$ cat src/rtl/ecc_scrub_ctrl.sv
// SECDED memory controller: arbitrates host accesses against a background scrubber.
// Define ECC_SCRUB_WB_EN to have the scrubber write corrected single-bit errors back.
module ecc_scrub_ctrl #(
  parameter int unsigned DATA_WIDTH     = 23,
  parameter int unsigned PARITY_WIDTH   = 6,
  parameter int unsigned ADDR_WIDTH     = 5,
  parameter int unsigned SCRUB_INTERVAL = 64,
  parameter int unsigned STARVE_LIMIT   = 8
) (
  input  logic                               clk,
  input  logic                               rst,
  input  logic                               scrub_en,
  input  logic                               cfg_bypass,
  input  logic                               cnt_clr,
  input  logic                               host_req,
  input  logic                               host_we,
  input  logic [ADDR_WIDTH-1:0]              host_addr,
  input  logic [DATA_WIDTH-1:0]              host_wdata,
  output logic                               host_gnt,
  output logic                               host_rvalid,
  output logic [DATA_WIDTH-1:0]              host_rdata,
  output logic                               host_sbit_err,
  output logic                               host_dbit_err,
  output logic                               mem_en,
  output logic                               mem_we,
  output logic [ADDR_WIDTH-1:0]              mem_addr,
  output logic [DATA_WIDTH+PARITY_WIDTH-1:0] mem_wdata,
  input  logic [DATA_WIDTH+PARITY_WIDTH-1:0] mem_rdata,
  output logic [DATA_WIDTH-1:0]              ecc_data_in,
  output logic [PARITY_WIDTH-1:0]            ecc_parity_in,
  output logic                               ecc_bypass,
  input  logic [PARITY_WIDTH-1:0]            ecc_parity_out,
  input  logic [DATA_WIDTH-1:0]              ecc_data_out,
  input  logic                               ecc_sbit_err,
  input  logic                               ecc_dbit_err,
  output logic [7:0]                         sbe_cnt,
  output logic [7:0]                         dbe_cnt,
  output logic [ADDR_WIDTH-1:0]              dbe_addr,
  output logic                               dbe_irq,
  output logic                               scrub_pass_done
);

  localparam int unsigned CW = DATA_WIDTH + PARITY_WIDTH;
  localparam int unsigned IW = $clog2(SCRUB_INTERVAL);
  localparam int unsigned SW = $clog2(STARVE_LIMIT + 1);
  localparam logic [ADDR_WIDTH-1:0] LAST_ADDR  = '1;
  localparam logic [IW-1:0]         IVL_LAST   = IW'(SCRUB_INTERVAL - 1);
  localparam logic [SW-1:0]         STARVE_MAX = SW'(STARVE_LIMIT);

  typedef enum logic [1:0] {IDLE, RD_CHK, SCR_CHK, SCR_WB} state_e;

  state_e                 state_q, state_d;
  logic [ADDR_WIDTH-1:0]  saddr_q, saddr_d;
  logic [ADDR_WIDTH-1:0]  rd_addr_q, rd_addr_d;
  logic [ADDR_WIDTH-1:0]  dbe_addr_q, dbe_addr_d;
  logic                   pend_q, pend_d;
  logic [IW-1:0]          ivl_q, ivl_d;
  logic [SW-1:0]          starve_q, starve_d;
  logic [7:0]             sbe_q, sbe_d, dbe_q, dbe_d;
  logic [DATA_WIDTH-1:0]  cap_q, cap_d;
  logic                   sbit_v, dbit_v, sbe_inc, dbe_inc, advance;

  // State and bookkeeping registers
  always_ff @(posedge clk) begin
    if (rst) begin
      state_q    <= IDLE;
      saddr_q    <= '0;
      rd_addr_q  <= '0;
      dbe_addr_q <= '0;
      pend_q     <= 1'b0;
      ivl_q      <= '0;
      starve_q   <= '0;
      sbe_q      <= '0;
      dbe_q      <= '0;
      cap_q      <= '0;
    end else begin
      state_q    <= state_d;
      saddr_q    <= saddr_d;
      rd_addr_q  <= rd_addr_d;
      dbe_addr_q <= dbe_addr_d;
      pend_q     <= pend_d;
      ivl_q      <= ivl_d;
      starve_q   <= starve_d;
      sbe_q      <= sbe_d;
      dbe_q      <= dbe_d;
      cap_q      <= cap_d;
    end
  end

  // Arbitration, memory/codec steering and next-state logic
  always_comb begin
    state_d         = state_q;
    saddr_d         = saddr_q;
    rd_addr_d       = rd_addr_q;
    dbe_addr_d      = dbe_addr_q;
    pend_d          = pend_q;
    ivl_d           = ivl_q;
    starve_d        = starve_q;
    sbe_d           = sbe_q;
    dbe_d           = dbe_q;
    cap_d           = cap_q;
    host_gnt        = 1'b0;
    host_rvalid     = 1'b0;
    host_rdata      = ecc_data_out;
    host_sbit_err   = 1'b0;
    host_dbit_err   = 1'b0;
    mem_en          = 1'b0;
    mem_we          = 1'b0;
    mem_addr        = host_addr;
    ecc_data_in     = mem_rdata[DATA_WIDTH-1:0];
    ecc_parity_in   = mem_rdata[CW-1:DATA_WIDTH];
    dbe_irq         = 1'b0;
    scrub_pass_done = 1'b0;
    sbe_inc         = 1'b0;
    dbe_inc         = 1'b0;
    advance         = 1'b0;
    sbit_v          = ecc_sbit_err && !cfg_bypass;
    dbit_v          = ecc_dbit_err && !cfg_bypass;

    if (scrub_en && !pend_q) begin
      if (ivl_q == IVL_LAST) begin
        ivl_d  = '0;
        pend_d = 1'b1;
      end else begin
        ivl_d = ivl_q + IW'(1);
      end
    end

    case (state_q)
      IDLE: begin
        if (pend_q && (!host_req || starve_q == STARVE_MAX)) begin
          mem_en   = 1'b1;
          mem_addr = saddr_q;
          pend_d   = 1'b0;
          starve_d = '0;
          state_d  = SCR_CHK;
        end else if (host_req) begin
          host_gnt = 1'b1;
          mem_en   = 1'b1;
          if (pend_q && starve_q != STARVE_MAX) starve_d = starve_q + SW'(1);
          if (host_we) begin
            mem_we      = 1'b1;
            ecc_data_in = host_wdata;
          end else begin
            rd_addr_d = host_addr;
            state_d   = RD_CHK;
          end
        end
      end
      RD_CHK: begin
        host_rvalid   = 1'b1;
        host_sbit_err = sbit_v;
        host_dbit_err = dbit_v;
        sbe_inc       = sbit_v;
        dbe_inc       = dbit_v;
        if (dbit_v) begin
          dbe_irq    = 1'b1;
          dbe_addr_d = rd_addr_q;
        end
        state_d = IDLE;
      end
      SCR_CHK: begin
        sbe_inc = sbit_v;
        dbe_inc = dbit_v;
        if (dbit_v) begin
          dbe_irq    = 1'b1;
          dbe_addr_d = saddr_q;
        end
`ifdef ECC_SCRUB_WB_EN
        if (sbit_v && !dbit_v) begin
          cap_d   = ecc_data_out;
          state_d = SCR_WB;
        end else begin
          advance = 1'b1;
          state_d = IDLE;
        end
`else
        advance = 1'b1;
        state_d = IDLE;
`endif
      end
      SCR_WB: begin
        mem_en      = 1'b1;
        mem_we      = 1'b1;
        mem_addr    = saddr_q;
        ecc_data_in = cap_q;
        advance     = 1'b1;
        state_d     = IDLE;
      end
      default: state_d = IDLE;
    endcase

    if (advance) begin
      saddr_d         = saddr_q + ADDR_WIDTH'(1);
      scrub_pass_done = (saddr_q == LAST_ADDR);
    end

    // Clear has priority over a same-cycle error increment
    if (cnt_clr) sbe_d = '0;
    else if (sbe_inc && sbe_q != 8'hFF) sbe_d = sbe_q + 8'd1;
    if (cnt_clr) dbe_d = '0;
    else if (dbe_inc && dbe_q != 8'hFF) dbe_d = dbe_q + 8'd1;

    mem_wdata = {ecc_parity_out, ecc_data_in};

    if (rst) begin
      host_gnt        = 1'b0;
      host_rvalid     = 1'b0;
      host_sbit_err   = 1'b0;
      host_dbit_err   = 1'b0;
      mem_en          = 1'b0;
      mem_we          = 1'b0;
      dbe_irq         = 1'b0;
      scrub_pass_done = 1'b0;
    end
  end

  assign ecc_bypass = cfg_bypass;
  assign sbe_cnt    = sbe_q;
  assign dbe_cnt    = dbe_q;
  assign dbe_addr   = dbe_addr_q;

endmodule

$ cat config.mk
export PLATFORM = sky130hd
export DESIGN_NAME = ecc_scrub_ctrl
export DESIGN_NICKNAME = d
export VERILOG_FILES = /design/src/rtl/ecc_scrub_ctrl.sv
export SDC_FILE = /design/constraint.sdc
export NUM_CORES = 1
export LEC_CHECK = 0
export BUFFER_PORTS_ARGS = -buffer_cell sky130_fd_sc_hd__buf_2
export CORE_MARGIN = 2
export CORE_UTILIZATION = 40
export DETAILED_ROUTE_END_ITERATION = 16
export PLACE_DENSITY_LB_ADDON = 0.25
export SLEW_MARGIN = 15
export SYNTH_ARGS = -nofsm -noshare
export SYNTH_HDL_FRONTEND = slang
export SYNTH_SLANG_ARGS = --single-unit
$ cat constraint.sdc
create_clock -name clk -period 5.2 [get_ports clk]
set_input_delay 0 -clock clk [delete_from_list [all_inputs] [get_ports clk]]
set_output_delay 0 -clock clk [all_outputs]
set_load 0.1 [all_outputs]
==> results_dict.tcl <==
set metrics [dict create \
    outcome "complete, no violations" \
    hp-class "input pin to output port" \
    ant_nets 0 \
    p_clk_frac 0.200 \
    cts.clk_slew.worst_paths_ns 0.07 \
    netlist_area_um2 3064 \
    yosysWarnings 0 \
    slew_viol_final 0 \
    hold_viol 0 \
    dp_hpwl_um 7385 \
    peakVddDrop_uv 126.4 \
    reg2reg_depth 6 \
    antenna_found_initial 0 \
    power_uw 1265 \
    worstMarginPinSlew_ns 0.9889 \
    fin_crit_ns 2.984 \
    cp.required_ns 5.20 \
    ys_ff_latch 44 \
    ios 211 \
    root_buffer "clkbuf_8" \
    leakagePower_uw 0.001610 \
    grt_max_degree 38 \
    dieArea_um2 8377 \
    power.switching_uw 689.7 \
    worstReg2RegEnd "dbe_cnt[5]" \
    cell_internal_pwr_uw 575.4 \
    switching_share 0.5452 \
    core_region_area_um2 7331 \
    die_w_um 91.53 \
    crit_type "register to output port" \
    clock_path_buffers 2 \
    synth-seq-area-share 0.2875 \
    clock_latency_ns 0.29 \
    relSlewSlack 0.3373 \
    worstSetupEndpointType "output port" \
    pwr-share-seq 0.276 \
    track_usage 0.2156 \
    first_global_vias 2827 \
    drv_cap 0 \
    critPathCapture "ecc_data_in[4]" \
    cts_tree "yes" \
    post-route-period-util 0.5738 \
    synth.distinct_cells 44 \
    drtIter0Drc 88 \
    cts_buffers 5 \
    synth_area_leaders "dfxtp_1 (29%), buf_4 (15%), nand2_1 (7.8%)" \
    diodes 0 \
    yosysTopAreaCell "dfxtp_1" \
    drive_gt1_frac 0.3187 \
    route.detailed.drc 0 \
    yosys.area_share.xor_xnor 0.02572 \
    setup_tns_ns 0 \
    power_frac_comb 0.524 \
    synth_nets 510 \
    nNetsFinal 585 \
    die_h_um 91.53 \
    arrival_ns 2.98 \
    grt_pass1_wl_um 14460 \
    clock-sinks 44 \
    whs_path_depth 0 \
    finClkSkew_ns 0.007258 \
    synth_fa_ha_area_frac 0.04900 \
    r2r-start "state_q[0]" \
    wire_per_inst_um 16.27 \
    synth_top_family_by_area "simple AND/OR/NAND/NOR gates" \
    start_util 0.4180 \
    mostFrequentLayoutCell "buf_2" \
    rsz0062_at_grt "no" \
    synth_simple_gate_area_frac 0.2536 \
    muxShareOfSynthArea 0.03920 \
    syn_area_per_cell_um2 7.603 \
    max_freq_mhz 335.2 \
    rows 31 \
    portBuffers 140 \
    netlist_instances 403 \
    cellPowerDensity_nw_per_um2 360.8 \
    wirelength_um 9374 \
    startpoint "state_q[0]" \
    place_congestion 0.8004 \
    layout_common_cells "buf_2 (140), nand2_1 (64), a21oi_1 (44), dfxtp_1 (44), nor2_1 (29)" \
    setup_viol 0 \
    grt.overflow.total 0 \
    area_delta_synth_final_pct 14.41 \
    cts.htree.levels 2 \
    fillCellCount 763 \
    viasPerCell 5.241 \
    ff2ff_setup_slack_ns 3.14 \
    synth-compound-area-share 0.1609 \
    drt_pass1_iterations 4 \
    crit_fanout 23 \
    start_kind "register" \
    dr_total_vias 3019 \
    synth_top_area_share 0.2875 \
]
## through the flow
stage	setup slack (ns)	hold slack [ns]	instances	cell area [um2]	util
final	2.216	0.00003429	576	3506	0.4782
after global routing	1.916	0.0001654	576	3506	0.4782
after CTS	2.132	0.0006813	576	3506	0.4782
after detailed placement	2.459	0.0006813	565	3357	0.4579
after global placement	2.575	0.0006813	565	3357	0.4579
after floorplan	1.711	0.1471	403	3064	-
## layout make-up
class | count | area (um2) | area share
tap | 99 | 123.9 | 0.03533
clock inverter | 1 | 30.03 | 0.008565
clock buffer | 5 | 68.82 | 0.01963
inverter | 8 | 30.03 | 0.008565
multi-input combinational | 274 | 1622 | 0.4625
timing repair buffer | 145 | 750.7 | 0.2141
sequential | 44 | 880.8 | 0.2512
## Yosys cell counts
cell,n
nand2_1,64
buf_4,60
a21oi_1,44
dfxtp_1,44
nor2_1,30
o21ai_0,15
ha_1,12
mux2i_1,12
nand3_1,11
buf_2,10
nor3_1,9
inv_1,8
a211oi_1,7
nand4_1,7
xor2_1,7
clkbuf_1,6
a22o_1,5
and3_1,4
and4b_1,4
nand3b_1,4
nor2b_1,4
nand4b_1,3
or3_1,3
a21o_1,2
a31oi_1,2
and2_1,2
and3b_1,2
and4_1,2
nor3b_1,2
nor4_1,2
o31ai_1,2
xnor2_1,2
a211oi_2,1
a311oi_1,1
a31o_2,1
a41oi_1,1
buf_6,1
nand2b_4,1
nor2_2,1
o2111a_1,1
o41ai_1,1
or2_1,1
or2_2,1
or4_1,1
## worst min-delay path by stage
stage	startpoint	to	slack, ns
after floorplan	host_addr[0]	rd_addr_q[0]	0.15
after global placement	ecc_data_out[11]	host_rdata[11]	0.0007
after detailed placement	ecc_data_out[11]	host_rdata[11]	0.0007
after CTS	ecc_data_out[11]	host_rdata[11]	0.0007
after global routing	ecc_data_out[12]	host_rdata[12]	0.0002
final	ecc_data_out[15]	host_rdata[15]	0.00003
## metal layers
metal	GRT usage	up-vias	share of wire
met1	0.2567	1399	0.41
met4	0.04419	0	0.0074
met5	0	-	0
li1	-	1485	-
met3	0.05892	8	0.077
met2	0.3854	127	0.51
## power by group through the flow
stage | sequential (uW) | clock, uW | combinational, uW
2_1_floorplan | 374 | 0 | 702
3_5_place_dp | 358 | 0 | 662
6_report | 350 | 252 | 663
5_1_grt | 351 | 270 | 684
4_1_cts | 350 | 259 | 666
3_3_place_gp | 357 | 0 | 660
## registers in the layout, summed over array words and instances (netlist names)
signal	cells
dbe_addr	5
sbe_cnt	8
state_q	2
pend_q	1
rd_addr_q	5
saddr_q	5
dbe_cnt	8
starve_q	4
ivl_q	6
## kinds of logic (layout without fill, tap and decap cells)
family                   after synthesis  count (layout)
buffers and inverters                 85             159
flip-flops                            44              44
AO/OA/AOI/OAI                         83              83
XOR/XNOR                               9               9
adder cells (fa/ha/maj)               12              12
AND/OR/NAND/NOR                      158             158
multiplexers                          12              12
## worst max-delay path, stage by stage (launching register included)
cell     delay (ns)
dfxtp_1        0.38
inv_1          0.10
ha_1           0.47
and4b_1        0.85
nand2_1        0.11
a21oi_1        0.27
buf_2          0.50
## timing repair
| item | 4_1_cts | 5_1_grt |
|---|---|---|
| resized for setup | 0 | 0 |
| endpoints found under the setup margin | 0 | 0 |
| endpoints found under the hold margin | 5 | 0 |
| hold buffers | 5 | 0 |
| setup buffers | 0 | 0 |
Note: power is estimated with default switching activity, not from simulation.
